File: config.mk
export PLATFORM = sky130hd
export DESIGN_NAME = unidade_controle_jogada
export DESIGN_NICKNAME = d
export VERILOG_FILES = /design/src/rtl/unidade_controle_jogada.sv
export SDC_FILE = /design/constraint.sdc
export NUM_CORES = 1
export LEC_CHECK = 0
export ABC_AREA = 1
export CORE_ASPECT_RATIO = 1.1
export CORE_UTILIZATION = 38
export DETAILED_ROUTE_END_ITERATION = 8
export MAX_ROUTING_LAYER = met4
export PLACE_DENSITY_LB_ADDON = 0.1
export SLEW_MARGIN = 20
export SYNTH_ARGS = -nofsm -noshare
export SYNTH_HDL_FRONTEND = slang
export SYNTH_SLANG_ARGS = --single-unit
File: constraint.sdc
create_clock -name clock -period 4.3 [get_ports clock]
set_input_delay 0.43 -clock clock [delete_from_list [all_inputs] [get_ports clock]]
set_output_delay 0.43 -clock clock [all_outputs]
set_load 0.005 [all_outputs]
File: src/rtl/unidade_controle_jogada.sv
// rtl/unidade_controle_jogada.sv - Moore control FSM for turn capture, player toggling and inactivity timeout
//
// Purpose: sequences each turn as macro-board selection followed by micro-cell
// selection, driving the clear/load strobes of the play-capture datapath.
//
// Ports:
//   clock            system clock, rising edge
//   reset            asynchronous active-low reset
//   iniciar          start/restart request (honoured in inicial, fim, estouro)
//   tem_jogada       one-cycle button pulse from the datapath edge detector
//   macro_valida     registered macro board is playable
//   micro_valida     registered micro cell is free
//   fim_jogo         win or draw detected after the last micro write
//   zeraEdge         clears the edge detector
//   zeraR_macro      clears the macro register
//   zeraR_micro      clears the micro register
//   registraR_macro  loads the macro register
//   registraR_micro  loads the micro register
//   jogador          current player (0 = X, 1 = O)
//   pronto           game finished normally
//   timeout          game aborted by inactivity
//   db_estado        current state code
module unidade_controle_jogada #(
    parameter int TIMEOUT = 5000,
    parameter int CNT_W   = 13
) (
    input  logic       clock,
    input  logic       reset,
    input  logic       iniciar,
    input  logic       tem_jogada,
    input  logic       macro_valida,
    input  logic       micro_valida,
    input  logic       fim_jogo,
    output logic       zeraEdge,
    output logic       zeraR_macro,
    output logic       zeraR_micro,
    output logic       registraR_macro,
    output logic       registraR_micro,
    output logic       jogador,
    output logic       pronto,
    output logic       timeout,
    output logic [3:0] db_estado
);

    typedef enum logic [3:0] {
        INICIAL        = 4'h0,
        PREPARACAO     = 4'h1,
        ESPERA_MACRO   = 4'h2,
        REGISTRA_MACRO = 4'h3,
        VALIDA_MACRO   = 4'h4,
        ESPERA_MICRO   = 4'h5,
        REGISTRA_MICRO = 4'h6,
        VALIDA_MICRO   = 4'h7,
        VERIFICA_FIM   = 4'h8,
        TROCA_JOGADOR  = 4'h9,
        FIM            = 4'hA,
        ESTOURO        = 4'hB
    } state_t;

    localparam logic [CNT_W-1:0] LP_CNT_LAST = CNT_W'(TIMEOUT - 1);

    state_t           r_state;
    state_t           w_next;
    logic [CNT_W-1:0] r_cnt;
    logic             r_jogador;
    logic             w_espera;
    logic             w_expirou;

    assign w_espera  = (r_state == ESPERA_MACRO) || (r_state == ESPERA_MICRO);
    // A pulse on the last allowed cycle takes priority over the timeout.
    assign w_expirou = w_espera && !tem_jogada && (r_cnt == LP_CNT_LAST);

    always_ff @(posedge clock or negedge reset) begin
        if (!reset) begin
            r_state <= INICIAL;
        end else begin
            r_state <= w_next;
        end
    end

    // Counter runs only while staying in a wait state; any exit, entry or
    // pulse leaves it at zero, so entry from a validation state starts fresh.
    always_ff @(posedge clock or negedge reset) begin
        if (!reset) begin
            r_cnt <= '0;
        end else if (w_espera && !tem_jogada && !w_expirou) begin
            r_cnt <= r_cnt + 1'b1;
        end else begin
            r_cnt <= '0;
        end
    end

    always_ff @(posedge clock or negedge reset) begin
        if (!reset) begin
            r_jogador <= 1'b0;
        end else if (r_state == PREPARACAO) begin
            r_jogador <= 1'b0;
        end else if (r_state == TROCA_JOGADOR) begin
            r_jogador <= ~r_jogador;
        end
    end

    always_comb begin
        w_next = INICIAL;
        case (r_state)
            INICIAL:        w_next = iniciar ? PREPARACAO : INICIAL;
            PREPARACAO:     w_next = ESPERA_MACRO;
            ESPERA_MACRO:   w_next = tem_jogada ? REGISTRA_MACRO :
                                     (w_expirou ? ESTOURO : ESPERA_MACRO);
            REGISTRA_MACRO: w_next = VALIDA_MACRO;
            VALIDA_MACRO:   w_next = macro_valida ? ESPERA_MICRO : ESPERA_MACRO;
            ESPERA_MICRO:   w_next = tem_jogada ? REGISTRA_MICRO :
                                     (w_expirou ? ESTOURO : ESPERA_MICRO);
            REGISTRA_MICRO: w_next = VALIDA_MICRO;
            VALIDA_MICRO:   w_next = micro_valida ? VERIFICA_FIM : ESPERA_MICRO;
            VERIFICA_FIM:   w_next = fim_jogo ? FIM : TROCA_JOGADOR;
            TROCA_JOGADOR:  w_next = ESPERA_MACRO;
            FIM:            w_next = iniciar ? PREPARACAO : FIM;
            ESTOURO:        w_next = iniciar ? PREPARACAO : ESTOURO;
            default:        w_next = INICIAL;
        endcase
    end

    always_comb begin
        zeraEdge        = 1'b0;
        zeraR_macro     = 1'b0;
        zeraR_micro     = 1'b0;
        registraR_macro = 1'b0;
        registraR_micro = 1'b0;
        pronto          = 1'b0;
        timeout         = 1'b0;
        case (r_state)
            PREPARACAO: begin
                zeraEdge    = 1'b1;
                zeraR_macro = 1'b1;
                zeraR_micro = 1'b1;
            end
            REGISTRA_MACRO: registraR_macro = 1'b1;
            REGISTRA_MICRO: registraR_micro = 1'b1;
            TROCA_JOGADOR:  zeraR_micro     = 1'b1;
            FIM:            pronto          = 1'b1;
            ESTOURO:        timeout         = 1'b1;
            default: ;
        endcase
    end

    assign jogador   = r_jogador;
    assign db_estado = r_state;

endmodule
==> summary.md <==
| Metric | Value |
|---|---|
| Die height | `just under 60 um` |
| Critical path origin | `db_estado[2]` |
| Buffers on Ports | `18` |
| Commonest non-fill, non-tap cell in the layout | `nand2_1` |
| Cell Area, Synth | `around 0.0011 mm2` |
| Final Setup Violations | `0` |
| Max-cap violations | `0` |
| Filler cell count | `292` |
| Hold Path Class | `reg -> reg` |
| RD Place Congestion | `0.810` |
| Fin cells | `between 200 and 250` |
| Vias | `1067` |
| Die Wd | `between 50 and 60 um` |
| First-pass GRT wire length | `4.03 mm` |
| Post-DP HPWL | `1.89 mm` |
| Final Power | `0.595 mW` |
| Slew Limit Headroom | `0.476` |
| Core ar. | `0.00280 mm2` |
| Post-CTS Hold Fix Bufs | `0` |
| Pleak | `between 0.6 and 0.7 nW` |
| Routed len/inst | `roughly 11 um` |
| Fmax | `464 MHz` |
| Skew-Pair Late Insertion Delay | `around 0.29 ns` |
| DR DRC count | `0` |
| Iter 0 DRT Violations | `20` |
| DP Cell Count | `around 220` |
| Largest net degree at the start of global routing | `19` |
| # rows | `20` |
| Diode count | `0` |
| RSZ-0062 raised after global routing | `no` |
| Final nets | `199` |
| Top Ports | `19` |
| Synth Register Bits | `18` |
| PwrDens | `435 mW/mm2` |
| CTS Buf Count | `3` |
| Initial antenna violation count | `0` |
| Clock-pin slew on the worst setup and hold paths | `roughly 0.10 ns` |
| Avg Inst Size Synth | `between 6 and 7 um2` |
| DRT antenna net count | `0` |
| Multi-input logic area | `~550 um2` |
| Synth warn | `0` |
| Fin. max-slew vios | `0` |
| Post-CTS Setup Repair Bufs | `0` |
| Worst VDD drop | `0.333 mV` |
| Pre-CTS setup slack | `2.49 ns` |
| Design area | `0.00137 mm2` |
| Sequential share of the synthesized area | `0.400` |
| FF/Latch Area | `approximately 450 um2` |
| Kind of end point of the critical path | `output port` |
| Final worst slack | `2.15 ns` |
| Critical R2R Launch | `r_cnt[0]` |
| Final hold vios | `0` |
| CP max FO | `5` |
| All-layer global routing usage | `0.179` |
| CTS sink cnt | `18` |
| Setup TNS | `0 ns` |
| Worst Min Path Start | `r_cnt[0]` |
| Max clock buf depth | `2` |
| Share of layout cells above drive strength 1 | `0.0632` |
| WHS | `0.528 ns` |
| Min Tclk post-route | `around 2.2 ns` |
| WP data arrival | `1.72 ns` |
| Nature of the critical path startpoint | `register` |
| H-Tree Depth | `1` |
| Worst-margin pin slew | `0.784 ns` |
| Setup Crit Path Kind | `reg -> out` |
| Die area | `0.00319 mm2` |
| Post-CTS Resized | `0` |
| Post-DR vias/cell | `4.78` |
| First-pass DRT Iterations | `4` |
| Clock Tree Root | `clkbuf_4` |
| Mapped Nets | `178` |
| Most frequent cells in the layout | `44 x nand2_1, 35 x nor2_1, 29 x inv_1, 18 x dfrtp_1, 18 x clkdlybuf4s50_1` |
| Synthesis-to-finish area growth | `21.2%` |
| Fin Clk Skew | `0.00158 ns` |
| Vias in the first global route | `roughly 950` |
| Synth cell types | `21` |
| Post-route clock period utilization | `0.501` |
| Status | `completed` |
| Gate Count Post-Synth | `170` |
| Remaining Overflow, GRT | `0` |
| Routed wire length | `about 2.4 mm` |
| Area post-placement | `0.00133 mm2` |
| Crit path required time | `3.87 ns` |
| CTS tree | `built` |
| Final Util | `0.488` |
| Initial Util | `0.402` |
[final timing paths]
| kind | to | cells after the start | slack, ns |
|---|---|---|---|
| setup / recovery | registraR_micro | 5 | 2.15 |
| hold / removal | r_cnt[0] | 1 | 0.53 |
| setup reg to reg | r_cnt[6] | 7 | 2.74 |
| hold reg to reg | r_cnt[0] | 1 | 0.53 |
| max in group asynchronous | db_estado[0] | 1 | 3.23 |
| min in group asynchronous | r_cnt[12] | 1 | 0.59 |
[flip-flops by register name, summed over array words and instances (netlist names)]
name,count
db_estado,4
jogador,1
r_cnt,13
[Yosys cell counts, drive strengths merged]
master	n	area share
o21ai	10	0.044
nor2	39	0.14
buf	2	0.017
nor3	4	0.022
nand4	2	0.011
nand2	46	0.16
nand3	10	0.044
o22ai	1	0.0056
xor2	3	0.023
o211ai	1	0.0067
ha	1	0.011
inv	30	0.10
a21oi	2	0.0089
dfrtp	18	0.40
a31oi	1	0.0056
[power breakdown]
group          switching [mW]  total, mW  internal, mW
Sequential             0.0306      0.225         0.194
Clock                  0.0511      0.103        0.0516
Combinational           0.146      0.267         0.122
[cell families (layout without fill, tap and decap cells)]
logic type                 count (synthesis)  in the layout  synth area share
buffers and inverters                     32             52             0.117
DFF                                       18             18             0.400
and+or+nand+nor                          101            101             0.378
adders and majority gates                  1              1            0.0111
xor gates and xnor gates                   3              3            0.0233
AOI/OAI and AO/OA                         15             15            0.0710
[layer usage]
metal  track usage  up-vias  part of all wire
li1              -      564                 -
met1         0.216      468              0.46
met2         0.305       33              0.49
met3        0.0308        2             0.042
met4        0.0451        0            0.0055
met5             -        -                 0
[layout make-up]
type / instances / share of cell area
multi-input cells: 120 / 0.399
clock buffers: 4 / 0.0266
inverters: 30 / 0.0824
well taps: 33 / 0.0302
flip-flops and latches: 18 / 0.330
repair buffers: 18 / 0.132
[critical path, stage by stage, from the launching register on]
cell and delay (ns):
dfrtp_1 0.40, inv_1 0.10, nor2_1 0.26, nand2_1 0.12, inv_1 0.07, clkdlybuf4s50_1 0.49
(Power assumes the default switching activity.)
